===== src/rtl/bisr_proxy_pkg.sv =====
// Shared types and helpers for the BISR weight-proxy flow.
//   proxy_state_e : sequencer states of the proxy scanner
//   WEIGHT_W      : width of a signed two's-complement weight
//   abs32()       : unsigned magnitude of a 32-bit signed weight; also used
//                   by the remap logic
package bisr_proxy_pkg;

  localparam int WEIGHT_W = 32;

  typedef enum logic [1:0] {
    IDLE = 2'd0,
    SCAN = 2'd1,
    DONE = 2'd2
  } proxy_state_e;

  // 0x80000000 maps to 2^31. The result is unsigned, so the most negative
  // weight becomes the largest magnitude rather than saturating or wrapping
  // to a negative number.
  function automatic logic [WEIGHT_W-1:0] abs32(input logic [WEIGHT_W-1:0] w);
    return w[WEIGHT_W-1] ? (~w + WEIGHT_W'(1)) : w;
  endfunction

endpackage


===== src/rtl/weight_proxy_scanner_abs_cmp.sv =====
// 32-bit absolute-value comparator used as the single compare instance of
// the proxy scanner.
// Ports:
//   i_a      : signed two's-complement operand (incoming weight)
//   i_b_abs  : unsigned magnitude operand (running best magnitude)
//   o_a_abs  : unsigned |i_a|
//   o_lt     : |i_a| < i_b_abs, strictly, unsigned
module weight_proxy_scanner_abs_cmp
  import bisr_proxy_pkg::*;
(
  input  logic [WEIGHT_W-1:0] i_a,
  input  logic [WEIGHT_W-1:0] i_b_abs,
  output logic [WEIGHT_W-1:0] o_a_abs,
  output logic                o_lt
);

  logic [WEIGHT_W-1:0] w_a_abs;

  assign w_a_abs = abs32(i_a);
  assign o_a_abs = w_a_abs;
  assign o_lt    = (w_a_abs < i_b_abs);

endmodule


===== src/rtl/weight_proxy_scanner.sv =====
// Weight-proxy scanner: streams one column's weights and selects the healthy
// PE whose weight has the smallest magnitude. That PE becomes the proxy for a
// faulty PE.
// Ports:
//   clk, rst_n    : clock, asynchronous active-low reset
//   start_i       : begin a scan (honoured in IDLE or DONE only)
//   fault_mask_i  : bit k = 1 excludes PE k; captured on start
//   w_valid_i / w_ready_o / w_data_i : weight stream, beat k = PE k
//   busy_o        : high while scanning
//   done_o        : one-cycle pulse when the results below update
//   found_o       : at least one unmasked candidate existed
//   min_idx_o     : index of the selected proxy
//   min_abs_o     : unsigned magnitude of the selected proxy's weight
module weight_proxy_scanner
  import bisr_proxy_pkg::*;
#(
  parameter  int NUM_WEIGHTS = 16,
  localparam int IDX_W       = $clog2(NUM_WEIGHTS)
) (
  input  logic                   clk,
  input  logic                   rst_n,
  input  logic                   start_i,
  input  logic [NUM_WEIGHTS-1:0] fault_mask_i,
  input  logic                   w_valid_i,
  output logic                   w_ready_o,
  input  logic [WEIGHT_W-1:0]    w_data_i,
  output logic                   busy_o,
  output logic                   done_o,
  output logic                   found_o,
  output logic [IDX_W-1:0]       min_idx_o,
  output logic [WEIGHT_W-1:0]    min_abs_o
);

  proxy_state_e            r_state;
  proxy_state_e            w_state_next;

  logic [NUM_WEIGHTS-1:0]  r_mask;
  logic [IDX_W-1:0]        r_count;
  logic                    r_best_valid;
  logic [IDX_W-1:0]        r_best_idx;
  logic [WEIGHT_W-1:0]     r_best_abs;

  logic                    w_start;
  logic                    w_beat;
  logic                    w_last;
  logic                    w_cmp_lt;
  logic [WEIGHT_W-1:0]     w_cmp_abs;
  logic                    w_take;
  logic                    w_fin_valid;
  logic [IDX_W-1:0]        w_fin_idx;
  logic [WEIGHT_W-1:0]     w_fin_abs;

  // start_i is only honoured between scans; during SCAN it is ignored.
  assign w_start = start_i && ((r_state == IDLE) || (r_state == DONE));
  assign w_beat  = w_valid_i && (r_state == SCAN);
  assign w_last  = (r_count == IDX_W'(NUM_WEIGHTS - 1));

  weight_proxy_scanner_abs_cmp u_abs_cmp (
    .i_a     (w_data_i),
    .i_b_abs (r_best_abs),
    .o_a_abs (w_cmp_abs),
    .o_lt    (w_cmp_lt)
  );

  // Strict less-than means an equal magnitude never displaces the earlier
  // beat, so ties resolve to the lower index.
  assign w_take = w_beat && !r_mask[r_count] && (!r_best_valid || w_cmp_lt);

  // Result of the scan including the beat on this edge; published on the
  // final handshake so it is visible together with done_o.
  assign w_fin_valid = r_best_valid || w_take;
  assign w_fin_idx   = w_take ? r_count   : r_best_idx;
  assign w_fin_abs   = w_take ? w_cmp_abs : r_best_abs;

  // NOTE: state registers use non-blocking assignments so every flop samples
  // the pre-edge values regardless of the order of the statements.
  always_ff @(posedge clk or negedge rst_n) begin
    if (!rst_n) begin
      r_state <= IDLE;
    end else begin
      r_state <= w_state_next;
    end
  end

  // NOTE: every output of this block gets a default first, so no path can
  // leave a signal unassigned and infer a latch.
  always_comb begin
    w_state_next = r_state;
    w_ready_o    = 1'b0;
    busy_o       = 1'b0;
    done_o       = 1'b0;
    unique case (r_state)
      IDLE: begin
        if (start_i) w_state_next = SCAN;
      end
      SCAN: begin
        w_ready_o = 1'b1;
        busy_o    = 1'b1;
        if (w_beat && w_last) w_state_next = DONE;
      end
      DONE: begin
        done_o       = 1'b1;
        w_state_next = start_i ? SCAN : IDLE;
      end
      default: w_state_next = IDLE;
    endcase
  end

  always_ff @(posedge clk or negedge rst_n) begin
    if (!rst_n) begin
      r_mask       <= '0;
      r_count      <= '0;
      r_best_valid <= 1'b0;
      r_best_idx   <= '0;
      r_best_abs   <= '0;
      found_o      <= 1'b0;
      min_idx_o    <= '0;
      min_abs_o    <= '0;
    end else if (w_start) begin
      r_mask       <= fault_mask_i;
      r_count      <= '0;
      r_best_valid <= 1'b0;
    end else if (w_beat) begin
      r_count <= r_count + IDX_W'(1);
      if (w_take) begin
        r_best_valid <= 1'b1;
        r_best_idx   <= r_count;
        r_best_abs   <= w_cmp_abs;
      end
      // With no unmasked candidate the published index and magnitude are
      // forced to zero instead of exposing stale best registers.
      if (w_last) begin
        found_o   <= w_fin_valid;
        min_idx_o <= w_fin_valid ? w_fin_idx : '0;
        min_abs_o <= w_fin_valid ? w_fin_abs : '0;
      end
    end
  end

endmodule

===== config.mk =====
export PLATFORM = sky130hd
export DESIGN_NAME = weight_proxy_scanner
export DESIGN_NICKNAME = d
export VERILOG_FILES = /design/src/rtl/bisr_proxy_pkg.sv /design/src/rtl/weight_proxy_scanner_abs_cmp.sv /design/src/rtl/weight_proxy_scanner.sv
export SDC_FILE = /design/constraint.sdc
export NUM_CORES = 1
export LEC_CHECK = 0
export ABC_AREA = 1
export CAP_MARGIN = 25
export CORE_MARGIN = 5
export CORE_UTILIZATION = 55
export DETAILED_ROUTE_END_ITERATION = 10
export PLACE_DENSITY_LB_ADDON = 0.3
export SLEW_MARGIN = 20
export SYNTH_ARGS = -nofsm -noshare
export SYNTH_HDL_FRONTEND = slang
export SYNTH_SLANG_ARGS = --single-unit

===== constraint.sdc =====
create_clock -name clk -period 2.4 [get_ports clk]
set_input_delay 0.6 -clock clk [delete_from_list [all_inputs] [get_ports clk]]
set_output_delay 0.6 -clock clk [all_outputs]
set_load 0.02 [all_outputs]

======== Word level (Yosys, flattened, before mapping) ========
Index checks and enable logic that the tools add are counted.
operators by class
  $lt $le $gt $ge ......................... 2
  div/mod/pow operators ................... 0
  shift-type cells ........................ 0
  equality and inequality tests ........... 5
  bitwise operators ....................... 2
  reductions and logical operators ........ 17
  multiply operators ...................... 0
  muxes and demuxes ....................... 18
  $add $sub $neg .......................... 2
operator list
  cell                     number
  $mux W32                 3
  $add A32 B1 Y32 const B  1
  $lt A32 B32 Y1           1
  $not A32 Y32             1
  $mux W4                  4
  $mux W1                  7
  $pmux W2 S3              1
  $reduce_and A2 Y1        3
  $logic_and A1 B1 Y1      5
  $lt A4 B5 Y1 const B     1
  $add A4 B1 Y4 const B    1
  $bmux W1 S4              1
  $eq A4 B4 Y1 const B     1
  $mux W2                  2
  $reduce_bool A2 Y1       2
  $logic_or A1 B1 Y1       3
  $reduce_and A3 Y1        1
  $eq A2 B1 Y1 const B     1
  $eq A2 B2 Y1 const B     1
  $logic_not A1 Y1         2
  $logic_not A2 Y1         1
  $ne A2 B1 Y1 const B     1
  $ne A2 B2 Y1 const B     1
  $not A1 Y1               1
storage, ports and cells
  logic and storage cells ................. 55
  memory bits (writable) .................. 0
  bits of input ports ..................... 52
  bits in latches ......................... 0
  register bits after elaboration ......... 96
  bits in read-only memories .............. 0
  memories kept ........................... 0
  output and inout bits ................... 40

======== Logic depth before layout (Yosys ltp) ========
Gate-level depths: netlist of the first run.
  depth after elaboration ................. 9
  mapped depth ............................ 25
  gate-level depth less buffers ........... 24

======== By module ========
From an unflattened synthesis of the first run, not the netlist that was laid out.
second synthesis, totals
  cell total of the unflattened synthesis .. 757
  area, all modules ....................... 5811.8 um^2
modules (own cells, without submodules)
  module                        cells an instance  seq. area each (um^2)  area each (um^2)  times used
  weight_proxy_scanner          453                2402.3                 4030.1            1
  weight_proxy_scanner_abs_cmp  304                0.0                    1781.7            1

======== Worst setup path after synthesis of the first run ========
OpenSTA, ideal clock, no wires.
  kind .................................... input port to flip-flop
  from .................................... in w_data_i[1]
  to ...................................... reg r_best_abs[10]
  data arrival time ....................... 2.957 ns
  required time ........................... 2.281 ns
  path slack .............................. -0.676 ns
  stages .................................. 23
  setup time .............................. 0.119 ns
  path buffers ............................ 1
  path through ............................ inv_1 ha_1 nand3_1 inv_1 nand3_1 nor2_1 nand4_1 nand2_1 nand2_1 nand2_1 inv_1 ha_1 nand2_1 nor2_1 nand4_1 nor4_1 nand2_1 nand2_1 nand2_2 nand2_4 buf_6 nand2_1 and2_1
between the ends
  word-level cells in the longest chain between the ends .. 7
ends and longest elaborated chain
  element               RTL line                            text
  from (decl)           weight_proxy_scanner.sv:26          input logic [WEIGHT_W-1:0] w_data_i,
  $not A32 Y32          bisr_proxy_pkg.sv:20                return w[WEIGHT_W-1] ? (~w + WEIGHT_W'(1)) : w;
  $add A32 B1 Y32       bisr_proxy_pkg.sv:20
  $mux W32 *            bisr_proxy_pkg.sv:20
  $lt A32 B32 Y1        weight_proxy_scanner_abs_cmp.sv:21  assign o_lt = (w_a_abs < i_b_abs);
  $logic_or A1 B1 Y1    weight_proxy_scanner.sv:67          assign w_take = w_beat && !r_mask[r_count] && (!r_best_valid || w_cmp_lt);
  $logic_and A1 B1 Y1   weight_proxy_scanner.sv:67
  $mux W32 *            n/a
  to (signal assigned)  weight_proxy_scanner.sv:128         r_best_abs <= w_cmp_abs;
  to (decl)             weight_proxy_scanner.sv:41          logic [WEIGHT_W-1:0] r_best_abs;
Mark *: on every way between the ends. The rest lies on a longest branch, timed or not.
A chain may end at the register's enable or synchronous reset.

======== Worst setup path after layout of the first run ========
  from .................................... in w_data_i[3]
  to ...................................... reg r_best_abs[19]
Same word-level chain as after synthesis.

==> results of run 1 <==
## routing by layer
| layer | global-route usage | vias up | part of all wire |
|---|---|---|---|
| li1 | - | 2955 | - |
| met1 | 0.363 | 3277 | 0.35 |
| met2 | 0.513 | 660 | 0.45 |
| met3 | 0.0568 | 254 | 0.11 |
| met4 | 0.178 | 0 | 0.093 |
| met5 | 0 | - | 0 |
## worst max path at each step
| stage | from | end | slack [ps] | cells after the start |
|---|---|---|---|---|
| floorplan | w_data_i[4] | r_best_abs[11]$_DFFE_PN0P_ | -570 | 22 |
| global placement | w_data_i[1] | min_abs_o[26]$_DFFE_PN0P_ | -1460 | 25 |
| detailed placement | w_data_i[1] | r_best_abs[30]$_DFFE_PN0P_ | -1550 | 24 |
| CTS | w_data_i[0] | r_best_abs[27]$_DFFE_PN0P_ | -640 | 26 |
| global route | w_data_i[3] | r_best_abs[19]$_DFFE_PN0P_ | -1260 | 24 |
| finish | w_data_i[3] | r_best_abs[19]$_DFFE_PN0P_ | -1220 | 22 |
## cells in the final DEF, fill, tap and decap left out, types with 10 or more instances in the layout
master and count:
nand2_1 191, nor2_1 20, buf_6 13, clkbuf_8 10
buf_12 11, nand2_4 33, clkdlybuf4s50_1 59, buf_4 104
nand3_2 41, xor2_1 17, o21ai_0 25, a21oi_1 19
inv_2 17, and2_4 26, buf_2 12, dfrtp_1 96
ha_1 27, nand2_2 28, inv_1 99, nor2_4 22
and2_1 10, nand3_1 55
## cells by family (layout without fill, tap and decap cells)
group,after synthesis,count (layout),synth area share
AO/OA/AOI/OAI,60,60,0.0541
XOR/XNOR,23,23,0.0339
adder cells (fa/ha/maj),33,33,0.0695
buffers and inverters,147,356,0.104
flip-flops,96,96,0.404
AND/OR/NAND/NOR,455,455,0.334
## sequential cells by signal, indices dropped and copies added, names as in the netlist
register	flops
r_state	2
found_o	1
min_abs_o	32
r_best_idx	4
r_best_abs	32
r_best_valid	1
min_idx_o	4
r_count	4
r_mask	16
## power by group through the flow
stage / Sequential (uW) / Combinational (uW) / Clock, uW
after floorplan: 2950 / 2590 / 0
after global placement: 2700 / 4320 / 0
after detailed placement: 2730 / 4440 / 0
after CTS: 2710 / 5140 / 1100
after global routing: 2840 / 7050 / 1160
final: 2770 / 6680 / 1110
## stage by stage
| step | cell area (um2) | power (uW) |
|---|---|---|
| finish | 9230 | 10600 |
| global route | 9230 | 11100 |
| CTS | 8610 | 8950 |
| detailed placement | 7690 | 7170 |
| global placement | 7690 | 7010 |
| floorplan | 6070 | 5540 |
## repair_timing
action | 4_1_cts | 5_1_grt
gates resized for setup | 220 | 145
setup buffers | 33 | 12
setup endpoints to repair | 72 | 72
cloned | 3 | 1
pin swaps | 72 | 45
## area by class of cell
cell class	count	area (um2)	share of cell area
inverter	123	498	0.0540
timing repair buffer	217	2030	0.220
sequential	96	2400	0.260
clock buffer	10	138	0.0149
tap	140	175	0.0190
multi-input combinational	571	3930	0.425
clock inverter	6	56.3	0.00610
==> run metrics, run 1 <==
total number of H-tree levels=3; Slew headroom=0.622; floorplan row count=38; post-synthesis net count=899; Die H=114 um; total CTS buffers=9; clock tree buffer depth=2; Clock Pin Slew Worst Setup and Hold Paths=110 ps; dominant cell type by area after synthesis=dfrtp_1; Max stage delay cell, worst path=ha_1; CP endpoint kind=register; buffers added on ports=91; initial antenna violation count=0; post-route setup TNS=-81840 ps; Pleak=0.00472 uW; clock period minus worst slack=3620 ps; pin count of the biggest net entering global routing=54; Antenna diodes=0; hold-fix buffers at CTS=0; Final Slew Violations=0; Fmax=276 MHz; dpl ws=-1550 ps; CTS Root Cell=clkbuf_8; worst path cell trace=buf_6, clkinvlp_4, buf_6, nand2_1, nor2_4, inv_1, nor2_2, nand3_1, nand2_1, xor2_2, ha_1, nand2_1, o21ai_0, a21oi_1, nand2_1, nand2_1, nand2_2, nand2_4, buf_8, buf_12, nand3_1, and2_4; Overflow after GRT=0; I/O pin total=92; via/cell ratio=6.14; clk_lat worst skew=390 ps; synth-to-layout area growth=55.3%; min-delay worst type=in -> async; drt pass-1 iters=8; Mean Syn Cell Area=7.30 um2; Clock power frac=0.105; critical path arrival=3900 ps; synth top area cells=dfrtp_1, nand2_1, nand3_1; Worst VDD drop=0.705 mV; Residual DRC=0; final layout net count=1103; failing checks=negative setup slack; HPWL after detailed placement=11200 um; Util after Layout=0.863; starting density of the core=0.555; data required time of the worst path=2690 ps; worst path buffer plus inverter count=6; Post-synth EDFFs=0; # fillers=485; Hold Fails Final Rpt=0; Synth Register Bits=96; core area=10700 um2; P_int=5690 uW; Tot GR Track Use=0.304; sequential-to-total area share from yosys stat=0.404; critical path peak fanout=10; clock sink count=96; commonest cells in the netlist=nand2_1, inv_1, nand3_1, dfrtp_1, nor2_1; Post-Place Cells=1099; Netlist cell types=31; outcome=finished with violations; Iteration-0 DRC Markers=886; Switching Power=4860 uW; worst reg2reg path depth=13; share of layout cells above drive strength 1=0.370; Final ANT Viol Nets=0; top-count cell post-synth=nand2_1; Synth Warn #=0; RSZ-0062 raised after global routing=yes; fin cells=1163; worst reg2reg path endpoint=r_best_abs[19]$_DFFE_PN0P_; post-synth top area share=0.404; max-cap violations=0; first-pass GRT wire length=31600 um; routability congestion estimate=0.938; CP top delay family=simple AND/OR/NAND/NOR gates; Switching Fraction=0.460; Seq pwr share=0.262; vias in the first global route=6572; Cells after Synth=814; Die Width=114 um; slowest stage delay, CP=280 ps; die area=13000 um2; worst r2r src=r_best_abs[11]$_DFFE_PN0P_; Worst Slack Setup Final=-1220 ps; most used cell, CP=nand2_1; WL final=25200 um; Worst R2R Setup Slack=-240 ps; total power divided by cell area=1140 nW/um2; Primary FF master, synth=dfrtp_1; drt wl/cell=21.7 um; Post-Synthesis Cell Area=5940 um2; FFs w/ async S/R, synth=1.00; Setup crit start kind=input pin; CTS tree=done; hold_ws=15.9 ps; Setup violations, final=72; worst-margin pin slew=567 ps; Gate power share=0.633; critical path class=in -> reg; Setup Skew=13.0 ps; fin crit share=1.51; DR vias=7146
No activity file was read; power rests on OpenSTA's default activity.
==> run 2: changes to the inputs <==
--- a/config.mk
+++ b/config.mk
@@ -7,8 +7,10 @@
 export LEC_CHECK = 0
 export ABC_AREA = 1
 export CAP_MARGIN = 25
+export CELL_PAD_IN_SITES_DETAIL_PLACEMENT = 1
+export CELL_PAD_IN_SITES_GLOBAL_PLACEMENT = 1
 export CORE_MARGIN = 5
-export CORE_UTILIZATION = 55
+export CORE_UTILIZATION = 40
 export DETAILED_ROUTE_END_ITERATION = 10
 export PLACE_DENSITY_LB_ADDON = 0.3
 export SLEW_MARGIN = 20
==> run 2 against run 1 <==
The run still ends with negative setup slack left; critical path depth stayed put; critical path type unchanged; highest routed layer unchanged; clock power is 48% higher; setup slack worse by 160 ps; die area is 34% higher; first-iteration DRC count is 29% lower; combinational power is 12% higher; wire length is 33% higher.
==> run metrics, run 2 (synthesized netlist as in run 1, its figures left out) <==
outcome=finished with violations; failing checks=negative setup slack; slowest stage delay, CP=290 ps (about the same); Fmax=265 MHz (-4.3%); worst path buffer plus inverter count=3 (-3); routability congestion estimate=0.828 (-12%); most used cell, CP=nand2_1; RSZ-0062 raised after global routing=yes; critical path peak fanout=7 (-3); core area=14500 um2 (+36%); clock tree buffer depth=2 (unchanged); total CTS buffers=9 (unchanged); Hold Fails Final Rpt=0 (unchanged); via/cell ratio=5.97 (-2.9%); total number of H-tree levels=3 (unchanged); Slew headroom=0.608 (-0.0135); die area=17400 um2 (+34%); design area=9810 um2 (+6.3%); Placement Cell Area=7820 um2 (+1.6%); drt wl/cell=27.2 um (+25%); min-delay worst type=in -> async; commonest non-fill, non-tap cells in the layout=nand2_1, buf_4, inv_1; worst path cell trace=buf_2, nor2_4, buf_4, nand2_4, nor3_2, nand2_1, nand2_1, o21ai_1, xor2_1, ha_1, a21oi_1, o21ai_0, nand2_1, o211ai_1, nor2_1, nand2_2, nand2_4, nand2_8, clkbuf_16, nand2_4, nand3_1, nand2_1; final layout net count=1130 (+2.4%); clk_lat worst skew=380 ps (about the same); synth-to-layout area growth=65.1%; Tot GR Track Use=0.313 (+0.00871); Iteration-0 DRC Markers=627 (-29%); HPWL after detailed placement=13400 um (+20%); drt pass-1 iters=6 (-2); Final Slew Violations=0 (unchanged); Die H=132 um (+16%); CP top delay family=simple AND/OR/NAND/NOR gates; post-route setup TNS=-90130 ps (-8290 ps); total power divided by cell area=1220 nW/um2 (+7.1%); hold_ws=259 ps (+243 ps); Pleak=0.00493 uW (+4.3%); worst-margin pin slew=587 ps (+20.2 ps); hold-fix buffers at CTS=0 (unchanged); CTS Root Cell=clkbuf_16; starting density of the core=0.409 (-0.147); buffers added on ports=91 (unchanged); Max stage delay cell, worst path=o21ai_0; most common cell after layout, fill and taps aside=nand2_1; Worst VDD drop=0.668 mV (-5.3%); I/O pin total=92 (unchanged); CTS tree=done; Worst Slack Setup Final=-1380 ps (-163 ps); CP endpoint kind=register; Setup Skew=15.4 ps (+2.43 ps); WL final=33600 um (+33%); Residual DRC=0 (unchanged); Regs by FF count=min_abs_o (32), r_best_abs (32), r_mask (16); fin cells=1234 (+6.1%); Post-Place Cells=1154 (+5.0%); data required time of the worst path=2630 ps (-60 ps); critical path class=in -> reg; dpl ws=-1640 ps (-90.3 ps); max-cap violations=0 (unchanged); pin count of the biggest net entering global routing=97 (+80%); Antenna diodes=0 (unchanged); Die Width=132 um (+16%); clock sink count=96 (unchanged); fin crit share=1.58 (+0.0680); DR vias=7363 (+3.0%); floorplan row count=44 (+16%); clock period minus worst slack=3780 ps (+163 ps); Clock Pin Slew Worst Setup and Hold Paths=70 ps (-40 ps); Final ANT Viol Nets=0 (unchanged); first-pass GRT wire length=43100 um (+37%); Setup crit start kind=input pin; initial antenna violation count=0 (unchanged); Setup violations, final=72 (unchanged); share of layout cells above drive strength 1=0.420 (+0.0505); Overflow after GRT=0 (unchanged); vias in the first global route=7760 (+18%); critical path arrival=4010 ps (+110 ps)
## run 2: cell types whose count changed in the layout (fill, tap and decap cells not counted), sizes merged, moves of 2 or more
cell           before  now
buf               145  164
bufinv              0    2
clkbuf             13   15
clkdlybuf4s15       6    8
dlygate4sd2         4    7
inv               124  122
## run 2: per-layer routing
layer  GRT usage  vias up  routed length [um]  part of all wire
met4       0.190        0                2830             0.084
met3      0.0584      216                2240             0.067
met2       0.551      489               16500              0.49
met5           0        -                   0                 0
li1            -     3003                   -                 -
met1       0.350     3655               12100              0.36
## run 2: worst paths after layout
path / to / slack, ps / from / depth (start not counted)
setup / recovery: min_abs_o[30]$_DFFE_PN0P_ / -1380 / w_data_i[9] / 22
hold / removal: r_best_abs[20]$_DFFE_PN0P_ / 260 / rst_n / 2
setup reg to reg: min_abs_o[30]$_DFFE_PN0P_ / -350 / r_best_abs[7]$_DFFE_PN0P_ / 16
hold reg to reg: min_abs_o[20]$_DFFE_PN0P_ / 480 / min_abs_o[20]$_DFFE_PN0P_ / 2
max in group asynchronous: r_best_abs[6]$_DFFE_PN0P_ / 1670 / rst_n / 2
min in group clk: min_abs_o[20]$_DFFE_PN0P_ / 480 / min_abs_o[20]$_DFFE_PN0P_ / 2
## run 2: area by class of cell
cell class | count | area, um2
Clock buffer | 10 | 229
Inverter | 123 | 500
Clock inverter | 6 | 91.3
Timing Repair Buffer | 244 | 2250
Tap cell | 184 | 230
Fill cell | 1649 | 4720
Multi-Input combinational cell | 571 | 4110
Sequential cell | 96 | 2400
## run 2: what timing repair did
action / in CTS / in global routing
pin swaps: 92 / 50
buffers inserted: 50 / 10
cloned: 3 / 4
endpoints found under the setup margin: 72 / 72
resized for setup: 263 / 121
## run 2: worst reg2reg max path, stage by stage, from the launching register on
cell and delay [ps]:
dfrtp_1 380, inv_1 170, ha_1 310, nand2_1 130, nor2_1 70, nor3_1 200, nand2_1 160, nand2_1 120
nand2_2 90, nand2_2 100, nand2_2 70, nand2_4 150, buf_6 160, clkbuf_16 160, nand3_2 90, nand3_1 140
nand2_1 130
## run 2: where the power goes
group          total, uW  switching (uW)  internal, uW  leakage, uW
Clock               1640             714           923     0.000157
Sequential          2860             514          2350      0.00116
Combinational       7510            4420          3090      0.00361
## run 2: per-stage QoR
step / util / total power [uW]
2_1_floorplan: - / 5540
3_3_place_gp: 0.538 / 7110
3_5_place_dp: 0.538 / 7340
4_1_cts: 0.637 / 10200
5_1_grt: 0.675 / 12400
6_report: 0.675 / 12000
